[src/rtl/slc3_mem_arbiter.sv]
// Arbitrates the single SLC-3 SRAM between the CPU MAR/MDR port and the program loader.
// One access in flight: IDLE -> ISSUE -> (WAIT x RD_LAT) -> DONE, with a one-cycle ready pulse.
module slc3_mem_arbiter #(
    parameter int ADDR_W      = 16,
    parameter int DATA_W      = 16,
    parameter int RD_LAT      = 2,
    parameter int LOADER_PRIO = 1
) (
    input  logic              Clk,
    input  logic              Reset,
    input  logic              cpu_req,
    input  logic              cpu_we,
    input  logic [ADDR_W-1:0] cpu_addr,
    input  logic [DATA_W-1:0] cpu_wdata,
    output logic              cpu_ready,
    output logic [DATA_W-1:0] cpu_rdata,
    input  logic              ld_req,
    input  logic              ld_we,
    input  logic [ADDR_W-1:0] ld_addr,
    input  logic [DATA_W-1:0] ld_wdata,
    output logic              ld_ready,
    output logic [DATA_W-1:0] ld_rdata,
    output logic              mem_ce,
    output logic              mem_we,
    output logic [ADDR_W-1:0] mem_addr,
    output logic [DATA_W-1:0] mem_wdata,
    input  logic [DATA_W-1:0] mem_rdata,
    output logic              busy,
    output logic              owner
);
    typedef enum logic [1:0] {IDLE, ISSUE, WAIT, DONE} state_t;

    state_t            state, state_nxt;
    logic              any_req, winner;
    logic              lat_we, owner_q, rr_ptr;
    logic [ADDR_W-1:0] lat_addr;
    logic [DATA_W-1:0] lat_wdata, cpu_rd_q, ld_rd_q;
    logic [3:0]        cnt;

    assign any_req = cpu_req | ld_req;
    // rr_ptr = 1 means the loader is favoured on the next tie
    assign winner  = ld_req & (~cpu_req | (LOADER_PRIO != 0) | rr_ptr);

    always_comb begin
        state_nxt = state;
        case (state)
            IDLE:    if (any_req) state_nxt = ISSUE;
            ISSUE:   state_nxt = lat_we ? DONE : WAIT;
            WAIT:    if (cnt == 4'd1) state_nxt = DONE;
            DONE:    state_nxt = IDLE;
            default: state_nxt = IDLE;
        endcase
    end

    always_ff @(posedge Clk) begin
        if (Reset) begin
            state     <= IDLE;
            lat_we    <= 1'b0;
            lat_addr  <= '0;
            lat_wdata <= '0;
            owner_q   <= 1'b0;
            rr_ptr    <= 1'b0;
            cnt       <= 4'd0;
            cpu_rd_q  <= '0;
            ld_rd_q   <= '0;
        end else begin
            state <= state_nxt;
            case (state)
                IDLE: begin
                    if (any_req) begin
                        lat_we    <= winner ? ld_we    : cpu_we;
                        lat_addr  <= winner ? ld_addr  : cpu_addr;
                        lat_wdata <= winner ? ld_wdata : cpu_wdata;
                        owner_q   <= winner;
                        rr_ptr    <= ~winner;
                    end
                end
                ISSUE: cnt <= 4'(RD_LAT);
                WAIT: begin
                    cnt <= cnt - 4'd1;
                    // last WAIT cycle is exactly RD_LAT cycles after the mem_ce cycle
                    if (cnt == 4'd1) begin
                        if (owner_q) ld_rd_q  <= mem_rdata;
                        else         cpu_rd_q <= mem_rdata;
                    end
                end
                default: ;
            endcase
        end
    end

    assign mem_ce    = (state == ISSUE);
    assign mem_we    = mem_ce & lat_we;
    assign mem_addr  = lat_addr;
    assign mem_wdata = lat_wdata;
    assign busy      = (state != IDLE);
    assign owner     = owner_q;
    assign cpu_ready = (state == DONE) & ~owner_q;
    assign ld_ready  = (state == DONE) & owner_q;
    assign cpu_rdata = cpu_rd_q;
    assign ld_rdata  = ld_rd_q;
endmodule
[config.mk]
export PLATFORM = sky130hd
export DESIGN_NAME = slc3_mem_arbiter
export DESIGN_NICKNAME = d
export VERILOG_FILES = /design/src/rtl/slc3_mem_arbiter.sv
export SDC_FILE = /design/constraint.sdc
export NUM_CORES = 1
export LEC_CHECK = 0
export BUFFER_PORTS_ARGS = -buffer_cell sky130_fd_sc_hd__buf_2
export CORE_ASPECT_RATIO = 1.1
export CORE_MARGIN = 3
export CORE_UTILIZATION = 30
export CTS_BUF_LIST = sky130_fd_sc_hd__clkbuf_2
export DETAILED_ROUTE_END_ITERATION = 6
export SLEW_MARGIN = 20
export SYNTH_ARGS = -nofsm -noshare
export SYNTH_HDL_FRONTEND = slang
export SYNTH_SLANG_ARGS = --single-unit
export TNS_END_PERCENT = 100
[constraint.sdc]
create_clock -name Clk -period 4.05 [get_ports Clk]
set_input_delay 1.215 -clock Clk [delete_from_list [all_inputs] [get_ports Clk]]
set_output_delay 1.215 -clock Clk [all_outputs]
set_load 0.005 [all_outputs]
After elaboration in Yosys (flattened, before gate mapping)
Cells that the tools add are included.
{"block": "totals", "ff_bits": 72, "input_bits": 86}
{"block": "op_classes", "addsub": 1, "n_eq_ne": 6, "n_mux": 8, "bitwise": 5, "n_reduce_logical": 7}
{"op": "$mux 16", "n": 2}
{"op": "$pmux 2 s4", "n": 1}
{"op": "$pmux 4 s2", "n": 1}
{"op": "$reduce_and 3->1", "n": 2}
{"op": "$eq 2x2->1 const B", "n": 2}
{"op": "$eq 4x1->1 const B", "n": 1}
{"op": "$mux 2", "n": 2}
{"op": "$ne 2x2->1 const B", "n": 2}
{"op": "$reduce_and 2->1", "n": 2}
{"op": "$reduce_bool 2->1", "n": 2}
{"op": "$sub 4x1->4 const B", "n": 1}
{"op": "$and 1x1->1", "n": 3}
{"op": "$eq 2x1->1 const B", "n": 1}
{"op": "$logic_not 2->1", "n": 1}
{"op": "$mux 1", "n": 2}
{"op": "$not 1->1", "n": 1}
{"op": "$or 1x1->1", "n": 1}

Logic depth before layout (Yosys ltp)
{"block": "depth", "word_depth": 3, "depth_mapped": 8}

Least setup slack after synthesis
OpenSTA, ideal clock, no wires.
{"block": "synth_timing", "kind": "input-to-reg", "from": "input ld_req", "to": "register lat_addr[0] (netlist: mem_addr[0])", "setup_ns": 0.140, "t_arrival_ns": 1.993, "required_ns": 3.910, "setup_slack_ns": 1.917, "stages": 6, "cell_sequence": "buf_4 -> o21a_2 -> buf_6 -> buf_4 -> nor2_1 -> a211oi_1"}
{"block": "synth_between", "elab_chain_len": 2, "word_cells_on_any_way": 3, "cone_classes": "mux (1); bitwise (1); reduce/logical (1)"}
{"element": "start: declaration", "line_no": "17", "text": "input logic ld_req,"}
{"element": "$or 1x1->1", "line_no": "40", "text": "assign any_req = cpu_req | ld_req;"}
{"element": "$reduce_and 2->1 (no line)"}
{"element": "end signal: assignment", "line_no": "72", "text": "lat_addr <= winner ? ld_addr : cpu_addr;"}
{"element": "end: declaration", "line_no": "36", "text": "logic [ADDR_W-1:0] lat_addr;"}
Parallel ways exist; a longest one is shown, timed or not.
A chain may end at the register's enable or synchronous reset.

Worst setup path in the final report
{"block": "layout_timing", "from": "register state[0]", "to": "output busy"}
{"block": "layout_between", "elab_chain_len": 1}
{"element": "start: declaration", "line_no": "33", "text": "state_t state, state_nxt;"}
{"element": "start signal: assignment", "line_no": "67", "text": "state <= state_nxt;"}
{"element": "$reduce_bool 2->1", "line_no": "96", "text": "assign busy = (state != IDLE);"}
{"element": "end: declaration", "line_no": "28", "text": "output logic busy,"}
No other way between the ends.

==> metrics <==
run status=finished clean; Initial DRC Count=120; Die Y=between 100 and 150 um; Core Area=10100 um^2; clock slew at reported path FFs=~180 ps; slowest cell on the critical path=dfxtp_1; Total Neg Setup Slack=0 ps; top sig layer=met4; wl on met1=3980 um; met3 routed WL=between 800 and 900 um; Crit. End Element=output port; synthesized area=3210 um^2; number of remaining DRC errors=0; wirelength, routed=about 8500 um; Area Overhead vs Synth=30.9%; worst vdd ir=approximately 0.00037 V; CTS tree=done; antenna cells=0; Max Slew Vio Count=0; Synth cell types=32; Setup WS pre-CTS=~1400 ps; gpl congestion=0.785; Combinational Power Share=0.330; DR vias/cell=just under 5; part of the Yosys area used for sequential elements=0.449; share of layout cells above drive strength 1=0.383; Top delay family on crit path=flip-flops; Reg power frac=0.413; worst rel slew slack=0.407; crit path DAT=between 1500 and 2000 ps; Initial Util=0.317; CP Buf/Inv Count=3; # IOs=roughly 160; clk sinks=72; via count=between 3000 and 4000; Clk Latency, worst-skew pair=490 ps; PnR worst setup slack=roughly 1300 ps; Multi-input gate area=approximately 1600 um^2; GRT Total Usage=0.141; Worst Path Required=around 2800 ps; Post-DRT Antenna Nets=0; FF+latch count, synth=around 70; DIE WIDTH=around 100 um; clk_skew=approximately 8.2 ps; internal power component=between 1 and 1.5 mW; area share of the largest cell type after synthesis=0.449; DR pass1 iterations=4; Net Sw Frac=0.340; Slew @ Worst Pin=between 800 and 900 ps; initial antenna violation count=0; Reg area=1440 um^2; syn avg cell area=between 9 and 10 um^2; root buf cell=clkbuf_2; fmax=between 300 and 400 MHz; total leakage power=between 1.5 and 2 nW; fin crit share=0.681; first-pass GRT wire length=roughly 14000 um; Crit Path Class=register to output port; Slowest Stage Delay on Critical Path=roughly 380 ps; post-DP HPWL=slightly above 6000 um; number of global-route vias before repair=approximately 2900; Hold-fix buffers, CTS=0; Nets=approximately 580; most used cell, CP=inv_1; clock network power share=0.257; R2R Path End=mem_addr[13]; R2R cell count=6; met2 routed wirelength=~3600 um; CTS Buffer Depth=2; I/O Buffers=between 150 and 200; setup violators final=0; Yosys top cell by area=dfxtp_1; gr ovfl total=0; CTS buffer count=9; RSZ-0062 raised after global routing=no; Hold Vio Cnt, Final=0; Mapped Nets=about 440; Cells after Synth=350; total chip power=~2.2 mW; Site Rows=38; Max Cap Viol=0; Worst Hold Class=register to register; Reg2Reg Setup Slack=about 1800 ps; Avg WL per Cell=approximately 13 um; CP Launch Type=register; Net Switching=around 760 uW; Post-CTS Resized=0; largest net degree at the start of global routing=44; CP max FO=5; Min-Delay Startpoint=ld_rdata[10]; yosys warns=0; Area contributors post-synth=dfxtp_1 (45%), mux2i_1 (11%), a21oi_1 (5.8%); Post-CTS Setup Bufs=0; WHS Path Cells=2; htree depth=3; WHS Endpoint=ld_rdata[10]; Fillers=1078; PwrDens=approximately 530 nW/um^2; critical path cell sequence=inv_1, ha_1, inv_1, buf_2; die area=approximately 12000 um^2; Worst R2R Start=state[0]; final worst path period need=approximately 2800 ps
[worst reg2reg max path, delay by kind of cell (launching register included)]
family | cells | cell delay [ps]
flops | 1 | 380
fa+ha+maj | 1 | 360
simple gates | 1 | 70
buf+inv | 2 | 480
compound gates | 2 | 930
[layout make-up]
cell class | instances | area share
repair buffers | 162 | 0.197
well taps | 140 | 0.0417
flip-flops and latches | 72 | 0.343
clock buffers | 9 | 0.0107
clock inverters | 7 | 0.0318
multi-input cells | 237 | 0.370
inverters | 7 | 0.00625
[worst max-delay path by stage]
stage          depth (start not counted)  slack (ps)           to      from
2_1_floorplan                          6        1920  mem_addr[0]    ld_req
3_3_place_gp                           5        1450  mem_addr[2]    ld_req
3_5_place_dp                           5        1370  mem_addr[6]   cpu_req
4_1_cts                                4        1200       mem_we  state[1]
5_1_grt                                4        1100       mem_we  state[1]
6_report                               4        1290         busy  state[0]
[cells in the final DEF (no fill, tap or decap), drive strengths merged]
master   Yosys  layout
and4bb       1       1
a211oi      33      33
mux2i       34      34
dfxtp       72      72
clkinv       0       3
and2         2       2
a311oi       1       1
o31a         1       1
a21oi       37      37
o21a         1       1
a21o         1       1
nor3         1       1
o21ai       35      35
nor3b        1       1
inv          7       7
clkbuf      14       9
nand2b       2       2
nand4bb      1       1
nand4b       2       2
nor2b        3       3
bufinv       0       4
nand3       34      34
nand2        2       2
buf         20     162
a22oi        1       1
nor2        35      35
o311ai       1       1
ha           7       7
or3b         1       1
[power by group through the flow]
stage	registers (mW)	clock network, mW	logic, mW
4_1_cts	0.919	0.597	0.744
3_5_place_dp	0.931	0	0.743
3_3_place_gp	0.935	0	0.721
6_report	0.918	0.572	0.734
5_1_grt	0.938	0.634	0.836
2_1_floorplan	0.926	0	0.522
[cells by family (layout without fill, tap and decap cells)]
kind of cell | after synthesis | after routing | share of synthesized area
AOI/OAI and AO/OA | 111 | 111 | 0.221
DFF | 72 | 72 | 0.449
muxes | 34 | 34 | 0.106
buffers and inverters | 41 | 185 | 0.0670
adders and majority gates | 7 | 7 | 0.0273
and+or+nand+nor | 85 | 85 | 0.129
[synthesized netlist by cell type (all sizes together)]
cell / count
nor3b: 1
nor2b: 3
a311oi: 1
o21a: 1
buf: 20
dfxtp: 72
nor3: 1
and2: 2
nor2: 35
and4bb: 1
a22oi: 1
ha: 7
clkbuf: 14
nand4bb: 1
o31a: 1
mux2i: 34
nand2: 2
or3b: 1
inv: 7
nand2b: 2
o21ai: 35
a21o: 1
nand4b: 2
a211oi: 33
nand3: 34
o311ai: 1
a21oi: 37
[state kept, by name, indices dropped and copies added, names as in the netlist]
signal     count
cpu_rdata     16
ld_rdata      16
mem_addr      16
mem_wdata     16
cnt            4
state          2
lat_we         1
owner          1
[routing by layer]
layer,vias up,GRT usage
li1,1546,-
met1,1346,0.185
met2,147,0.208
met3,9,0.0536
met4,0,0.0595
met5,-,0
[through the flow]
stage,util,cell area [um^2],hold slack (ps),instances
3_5_place_dp,0.397,4030,464,618
3_3_place_gp,0.397,4030,460,618
2_1_floorplan,-,3210,470,350
6_report,0.415,4200,483,634
4_1_cts,0.415,4200,486,634
5_1_grt,0.415,4200,502,634
No activity file was read; power rests on OpenSTA's default activity.
